File: src/rtl/fft4_seq_ctrl.sv
// fft4_seq_ctrl
//   Sequential 4-point radix-2 DIF FFT controller. It collects four complex
//   samples, steps them through an external shared butterfly in four cycles,
//   and then streams the bins out in natural order y0..y3.
//
// Ports
//   clk, rst                 clock, synchronous active-high reset
//   in_valid/in_ready        input sample handshake; in_re/in_im carry x0..x3
//   out_valid/out_ready      output bin handshake; out_re/out_im carry the bin
//   out_idx                  bin index of the bin being presented
//   out_last                 high with y3
//   busy                     high unless idle in LOAD with no samples held
//   bf_a_*, bf_b_*, bf_w_*   operands to the external butterfly
//   bf_p_*, bf_q_*           butterfly results p = a + w*b, q = a - w*b
module fft4_seq_ctrl #(
  parameter int DW = 16
) (
  input  logic          clk,
  input  logic          rst,
  input  logic          in_valid,
  output logic          in_ready,
  input  logic [DW-1:0] in_re,
  input  logic [DW-1:0] in_im,
  output logic          out_valid,
  input  logic          out_ready,
  output logic [DW-1:0] out_re,
  output logic [DW-1:0] out_im,
  output logic [1:0]    out_idx,
  output logic          out_last,
  output logic          busy,
  output logic [DW-1:0] bf_a_re,
  output logic [DW-1:0] bf_a_im,
  output logic [DW-1:0] bf_b_re,
  output logic [DW-1:0] bf_b_im,
  output logic [DW-1:0] bf_w_re,
  output logic [DW-1:0] bf_w_im,
  input  logic [DW-1:0] bf_p_re,
  input  logic [DW-1:0] bf_p_im,
  input  logic [DW-1:0] bf_q_re,
  input  logic [DW-1:0] bf_q_im
);

  typedef enum logic [2:0] {
    LOAD,
    BF0,
    BF1,
    BF2,
    BF3,
    OUT
  } state_t;

  state_t state, state_nx;

  logic [1:0]    ld_cnt;
  logic [1:0]    rd_cnt;
  logic [DW-1:0] slot_re [4];
  logic [DW-1:0] slot_im [4];

  // Butterfly routing: which slots feed a/b and receive p/q this cycle.
  logic          bf_en;
  logic [1:0]    a_idx;
  logic [1:0]    b_idx;
  logic          w_neg_j;
  logic [1:0]    rd_slot;

  // After the DIF passes the slots hold y0,y2,y1,y3; reading slot at the
  // bit-reversed index of rd_cnt restores natural bin order.
  assign rd_slot = {rd_cnt[0], rd_cnt[1]};

  always_comb begin
    state_nx  = state;
    in_ready  = 1'b0;
    out_valid = 1'b0;
    out_idx   = '0;
    out_last  = 1'b0;
    out_re    = '0;
    out_im    = '0;
    bf_en     = 1'b0;
    a_idx     = 2'd0;
    b_idx     = 2'd0;
    w_neg_j   = 1'b0;

    unique case (state)
      LOAD: begin
        in_ready = 1'b1;
        if (in_valid && (ld_cnt == 2'd3)) begin
          state_nx = BF0;
        end
      end
      BF0: begin
        bf_en    = 1'b1;
        a_idx    = 2'd0;
        b_idx    = 2'd2;
        state_nx = BF1;
      end
      BF1: begin
        bf_en    = 1'b1;
        a_idx    = 2'd1;
        b_idx    = 2'd3;
        state_nx = BF2;
      end
      BF2: begin
        bf_en    = 1'b1;
        a_idx    = 2'd0;
        b_idx    = 2'd1;
        state_nx = BF3;
      end
      BF3: begin
        bf_en    = 1'b1;
        a_idx    = 2'd2;
        b_idx    = 2'd3;
        w_neg_j  = 1'b1;
        state_nx = OUT;
      end
      OUT: begin
        out_valid = 1'b1;
        out_idx   = rd_cnt;
        out_last  = (rd_cnt == 2'd3);
        out_re    = slot_re[rd_slot];
        out_im    = slot_im[rd_slot];
        if (out_ready && (rd_cnt == 2'd3)) begin
          state_nx = LOAD;
        end
      end
      default: begin
        state_nx = LOAD;
      end
    endcase
  end

  assign busy = !((state == LOAD) && (ld_cnt == 2'd0));

  // Operands are forced to a=b=0, w=(1,0) whenever no butterfly is scheduled.
  always_comb begin
    bf_a_re = '0;
    bf_a_im = '0;
    bf_b_re = '0;
    bf_b_im = '0;
    bf_w_re = DW'(1);
    bf_w_im = '0;
    if (bf_en) begin
      bf_a_re = slot_re[a_idx];
      bf_a_im = slot_im[a_idx];
      bf_b_re = slot_re[b_idx];
      bf_b_im = slot_im[b_idx];
      if (w_neg_j) begin
        bf_w_re = '0;
        bf_w_im = '1;
      end
    end
  end

  always_ff @(posedge clk) begin
    if (rst) begin
      state  <= LOAD;
      ld_cnt <= '0;
      rd_cnt <= '0;
    end else begin
      state <= state_nx;
      // Both counters are two bits wide, so the 3->0 step on the last
      // handshake of a frame comes from natural wrap.
      if (in_valid && in_ready) begin
        ld_cnt <= ld_cnt + 2'd1;
      end
      if (out_valid && out_ready) begin
        rd_cnt <= rd_cnt + 2'd1;
      end
    end
  end

  // Sample storage carries no reset; a reset abandons the frame through the
  // control state alone.
  always_ff @(posedge clk) begin
    if (!rst) begin
      if (in_valid && in_ready) begin
        slot_re[ld_cnt] <= in_re;
        slot_im[ld_cnt] <= in_im;
      end
      if (bf_en) begin
        slot_re[a_idx] <= bf_p_re;
        slot_im[a_idx] <= bf_p_im;
        slot_re[b_idx] <= bf_q_re;
        slot_im[b_idx] <= bf_q_im;
      end
    end
  end

endmodule
File: config.mk
export PLATFORM = sky130hd
export DESIGN_NAME = fft4_seq_ctrl
export DESIGN_NICKNAME = d
export VERILOG_FILES = /design/src/rtl/fft4_seq_ctrl.sv
export SDC_FILE = /design/constraint.sdc
export NUM_CORES = 1
export LEC_CHECK = 0
export CAP_MARGIN = 15
export CORE_MARGIN = 5
export CORE_UTILIZATION = 51
export CTS_BUF_LIST = sky130_fd_sc_hd__clkbuf_16
export DETAILED_ROUTE_END_ITERATION = 7
export GPL_ROUTABILITY_DRIVEN = 0
export PLACE_DENSITY = 0.86
export SLEW_MARGIN = 20
export SYNTH_ARGS = -nofsm -noshare
export SYNTH_HDL_FRONTEND = slang
export SYNTH_SLANG_ARGS = --single-unit
File: constraint.sdc
create_clock -name clk -period 8.3 [get_ports clk]
set_input_delay 0.83 -clock clk [delete_from_list [all_inputs] [get_ports clk]]
set_output_delay 0.83 -clock clk [all_outputs]
set_load 0.02 [all_outputs]
# After elaboration in Yosys (flattened, before gate mapping)
# Memory sizes are Yosys's and may differ from the RTL's. A register that Yosys moved wholly into a read port is not among the register bits.
# Index checks and enable logic that the tools add are counted.
[word_totals]
reg_bits = 7
latchBits = 0
ram_bits = 128
mem_bits_ro = 0
in_bits = 100
wordCells = 66
mem_count = 2
[op_classes]
n_addsub = 2
n_mul = 0
div_mod_pow = 0
magnitude_cmp = 0
n_eq_ne = 9
shifts = 0
muxes = 37
bitwise = 0
reduce_logical = 13
[memory_table]
columns = ["name", "depth", "width", "read_ports", "rd_clocked_by_memory_dff", "wr", "line", "text"]
rows = [
  ["slot_im", 4, 16, 3, 1, 2, "57", "logic [DW-1:0] slot_im [4];"],
  ["slot_re", 4, 16, 3, 1, 2, "56", "logic [DW-1:0] slot_re [4];"],
]
[ops]
columns = ["cell", "n"]
rows = [
  ["$mux W16", 10],
  ["$reduce_or A16 Y1", 2],
  ["$pmux W3 S6", 1],
  ["$mux W1", 15],
  ["$mux W2", 7],
  ["$eq A3 B2 Y1 const B", 2],
  ["$eq A3 B3 Y1 const B", 2],
  ["$mux W3", 2],
  ["$pmux W2 S3", 1],
  ["$logic_and A1 B1 Y1", 5],
  ["$add A2 B1 Y2 const B", 2],
  ["$eq A2 B2 Y1 const B", 2],
  ["$ne A2 B2 Y1 const B", 2],
  ["$pmux W2 S2", 1],
  ["$reduce_or A4 Y1", 1],
  ["$eq A3 B1 Y1 const B", 1],
  ["$logic_not A3 Y1", 1],
  ["$logic_not A2 Y1", 1],
  ["$reduce_and A2 Y1", 1],
  ["$reduce_or A2 Y1", 1],
  ["$logic_not A1 Y1", 1],
]

# Depth between registers and ports, before layout
[logic_depth]
ltp_word = 8
depth_mapped = 8

# Worst setup path after synthesis
# No wires, ideal clock.
[synth_timing]
path_type = "input to register"
start = "input rst"
end = "memory slot_im[2][0] (enable)"
setup_time_ps = 595
arrival_time_ps = 6320
t_required_ps = 7705
slack_ps = 1385
path_stages = 3
path_buffers = 2
path_cell_list = "buf_2 clkbuf_1 a2111oi_0"
[synth_lines]
columns = ["item", "line", "text"]
rows = [
  ["start, declared", "19", "input logic rst,"],
  ["end, declared", "57", ""],
]

# Final worst setup path
[layout_timing]
start = "register state[2]"
end = "output bf_b_im[15]"
[layout_between]
elab_chain_len = 5
elab_cells_between_ends = 10
cone_classes = "eq/ne: 4; mux: 3; reduce/logical: 2; memory: 1"
[layout_lines]
columns = ["item", "line", "text"]
rows = [
  ["start, declared", "52", "state_t state, state_nx;"],
  ["start signal, assigned", "159", "state <= state_nx;"],
  ["$eq A3 B3 Y1 or $eq A3 B2 Y1 (tied branches)", "83", "unique case (state)"],
  ["$reduce_or A2 Y1 (no source line)", "-", ""],
  ["$pmux W2 S3", "83", ""],
  ["$mem_v2 Z4 W16", "-", ""],
  ["$mux W16 *", "141", "if (bf_en) begin"],
  ["end, declared", "34", "output logic [DW-1:0] bf_b_im,"],
]
# Mark *: on every way between the ends. The rest lies on a longest branch, timed or not.

==> flow_metrics.py <==
metrics = {
    "run_status": {
        "run_status": "finished, final reports clean",
    },
    "cells_and_area": {
        "drive_gt1_share_pct": 11.7,
        "final_util_pct": 66.6,
        "finalNonFillerCells": 1321,
        "area_growth_pct": 27.8,
        "fin_nets": 1180,
    },
    "timing": {
        "rsz0062_at_grt": "false",
        "fin_skew_ns": 0.00509,
        "final-hold-violation-count": 0,
        "setup_viol": 0,
        "period_share_pct": 58.6,
        "slew_violations": 0,
        "tns_ns": 0,
        "tightestPinTransition_ns": 1.15,
        "relSlewSlack_pct": 23.4,
        "max_freq_mhz": 206,
        "finalCriticalPeriod_ns": 4.86,
    },
    "routing": {
        "ant_nets": 0,
        "routed_wl_um": 30300,
        "drc": 0,
        "viasPerCell": 6.59,
        "post_drt_wl_per_cell_um": 22.9,
        "vias": 8699,
        "dr.pass1.iters": 6,
        "first_iter_violations": 1089,
    },
    "logic_synthesis": {
        "synth_edf_count": 128,
        "synth_cell_types": 50,
        "avgSynthCellArea_sq_um": 10.1,
        "yosysTopAreaCellShare_pct": 40.8,
        "syn-cell-area_sq_mm": 0.00943,
        "synth.largest_area_cell": "edfxtp_1",
        "synthTopCellsByArea": "edfxtp_1 41%, mux4_2 7.6%, a31oi_1 4.3%, nand2_1 4.1%, mux2_2 3.6%",
        "synth.most_common_cell": "edfxtp_1",
        "ys_seq_elements": 137,
        "ys_seq_area_share_pct": 42.7,
        "synth-main-ff-cell": "edfxtp_1",
        "yosysWarnings": 0,
        "async_reset_ff_share_pct": 0,
        "synthTopCellsByCount": "128 x edfxtp_1, 103 x nand2_1, 75 x nor2_1",
        "syn-instance-count": 936,
    },
    "place": {
        "placedCellCount": 1286,
        "dp_hpwl_um": 18900,
        "portBuffers": 218,
    },
    "clock_network": {
        "cts.sinks": 137,
        "post_cts_buffers": 0,
        "htreeDepth": 4,
        "clock-root-buffer": "clkbuf_16",
        "hold_buffers": 0,
        "ctsResizeCount": 0,
        "cts_buffers": 17,
        "cts_tree": "yes",
        "clock_path_buffers": 2,
        "cts.clk_slew.worst_paths_ns": 0.06,
        "worstSkewPairLatency_ns": 0.42,
    },
    "global_routing": {
        "grt_pass1_vias": 8584,
        "met2_usage_pct": 45.8,
        "grt_pass1_wl_um": 46600,
        "grt_usage_pct": 27.6,
        "grt_overflow_total": 0,
        "met3_usage_pct": 6.04,
        "top_usage_layer": "met2",
        "grt_util_met1_pct": 34.2,
        "antenna_found_initial": 3,
        "grt_max_degree": 84,
    },
    "critical_path": {
        "crit_type": "register to output pin",
        "cp.required_ns": 7.47,
        "cp.arrival_ns": 4.03,
        "r2r_cells": 6,
        "end_kind": "output pin",
        "cp-start-kind": "register",
        "cp_max_fo": 65,
    },
    "job": {
        "maxCapViolCount": 0,
    },
    "floorplanning": {
        "die_h_um": 146,
        "coreArea_sq_mm": 0.0181,
        "ioPinCount": 234,
        "start_util_pct": 52.1,
        "fp.dieW_um": 146,
        "fp-row-count": 49,
        "die_area_sq_mm": 0.0213,
    },
    "pwr": {
        "p_per_area_mw_per_mm2": 151,
        "power_w": 0.00182,
        "power.leakage_nw": 3.95,
        "ir_worst_vdd_v": 0.000157,
    },
    "hold_path": {
        "holdPathStages": 2,
        "hp-class": "register to register",
    },
}
-- final cells by class --
type                       instances  area (sq um)
antenna                            2          5.00
clock inverter                    15           144
multi-input combinational        681          4810
clock buffer                      17           425
timing repair buffer             233          2310
inverter                           7          28.8
tap                              229           287
sequential                       137          4040
fill                            1361          6040
-- sequential cells by signal (all words and copies together) (netlist names), named ones only --
signal and count:
slot_im 64, slot_re 64, state 3, ld_cnt 2, rd_cnt 2
-- where the power goes --
| group | switching [W] | internal [W] |
|---|---|---|
| sequential | 0.0000243 | 0.000798 |
| combinational | 0.000136 | 0.000126 |
| clock | 0.000276 | 0.000461 |
| total | 0.000436 | 0.00139 |
-- final timing paths --
| check | slack (ns) | endpoint | from |
|---|---|---|---|
| worst max-delay path | 3.44 | bf_b_im[15] | state[2] |
| worst min-delay path | 0.58 | register | rd_cnt[1] |
| worst max register to register | 4.01 | slot_re[3][1] | state[0] |
| worst min register to register | 0.58 | register | rd_cnt[1] |
-- cell families (layout without fill, tap and decap cells) --
family / count (synthesis) / in the layout / share of synthesized area [%]
xor gates and xnor gates: 3 / 3 / 0.279
buffers and inverters: 132 / 272 / 7.74
adders and majority gates: 3 / 3 / 0.398
other: 1 / 17 / 0.0398
AOI/OAI and AO/OA: 273 / 273 / 19.6
DFF: 137 / 137 / 42.7
and+or+nand+nor: 323 / 323 / 17.9
muxes: 64 / 64 / 11.4
-- layout by cell type (no fill, tap or decap), types with 3 or more instances in the layout --
cell | Yosys | routed
dfxtp_2 | 0 | 3
a22oi_1 | 32 | 32
conb_1 | 1 | 15
buf_4 | 35 | 14
edfxtp_1 | 128 | 128
clkinv_1 | 0 | 3
dfxtp_1 | 9 | 4
and3b_1 | 30 | 30
clkbuf_16 | 0 | 17
bufinv_16 | 0 | 3
mux2_2 | 30 | 30
a31oi_1 | 65 | 65
ha_1 | 3 | 3
inv_1 | 5 | 8
clkinv_2 | 0 | 4
nand2_1 | 103 | 103
xnor2_1 | 3 | 3
and2_1 | 34 | 34
nand4_1 | 32 | 32
o221a_1 | 30 | 30
nor2_1 | 75 | 75
o21ai_4 | 0 | 4
o21ai_0 | 66 | 64
o31ai_1 | 31 | 31
nand2b_1 | 32 | 32
a21oi_1 | 35 | 35
clkdlybuf4s50_1 | 0 | 217
mux4_2 | 32 | 32
-- critical path, stage by stage, from the launching register on --
cell	delay (ns)
dfxtp_2	0.74
buf_4	0.58
nand2_1	0.17
inv_2	0.25
buf_4	0.60
nand2_1	0.11
a211oi_1	0.42
clkdlybuf4s50_1	0.69
-- metal layers --
metal	share of wire [%]	wire length, um
met1	35	10700
met2	49	14800
met3	12	3560
met4	4.0	1220
met5	0.043	13
-- through the flow --
stage          instance area [sq um]  hold WS (ns)  worst slack (ns)
2_1_floorplan                   9480         0.509              1.39
3_3_place_gp                   11400         0.550              4.05
3_5_place_dp                   11400         0.567              4.00
4_1_cts                        12000         0.581              3.57
5_1_grt                        12000         0.623              3.31
6_report                       12000         0.579              3.44
(Power assumes the default switching activity.)
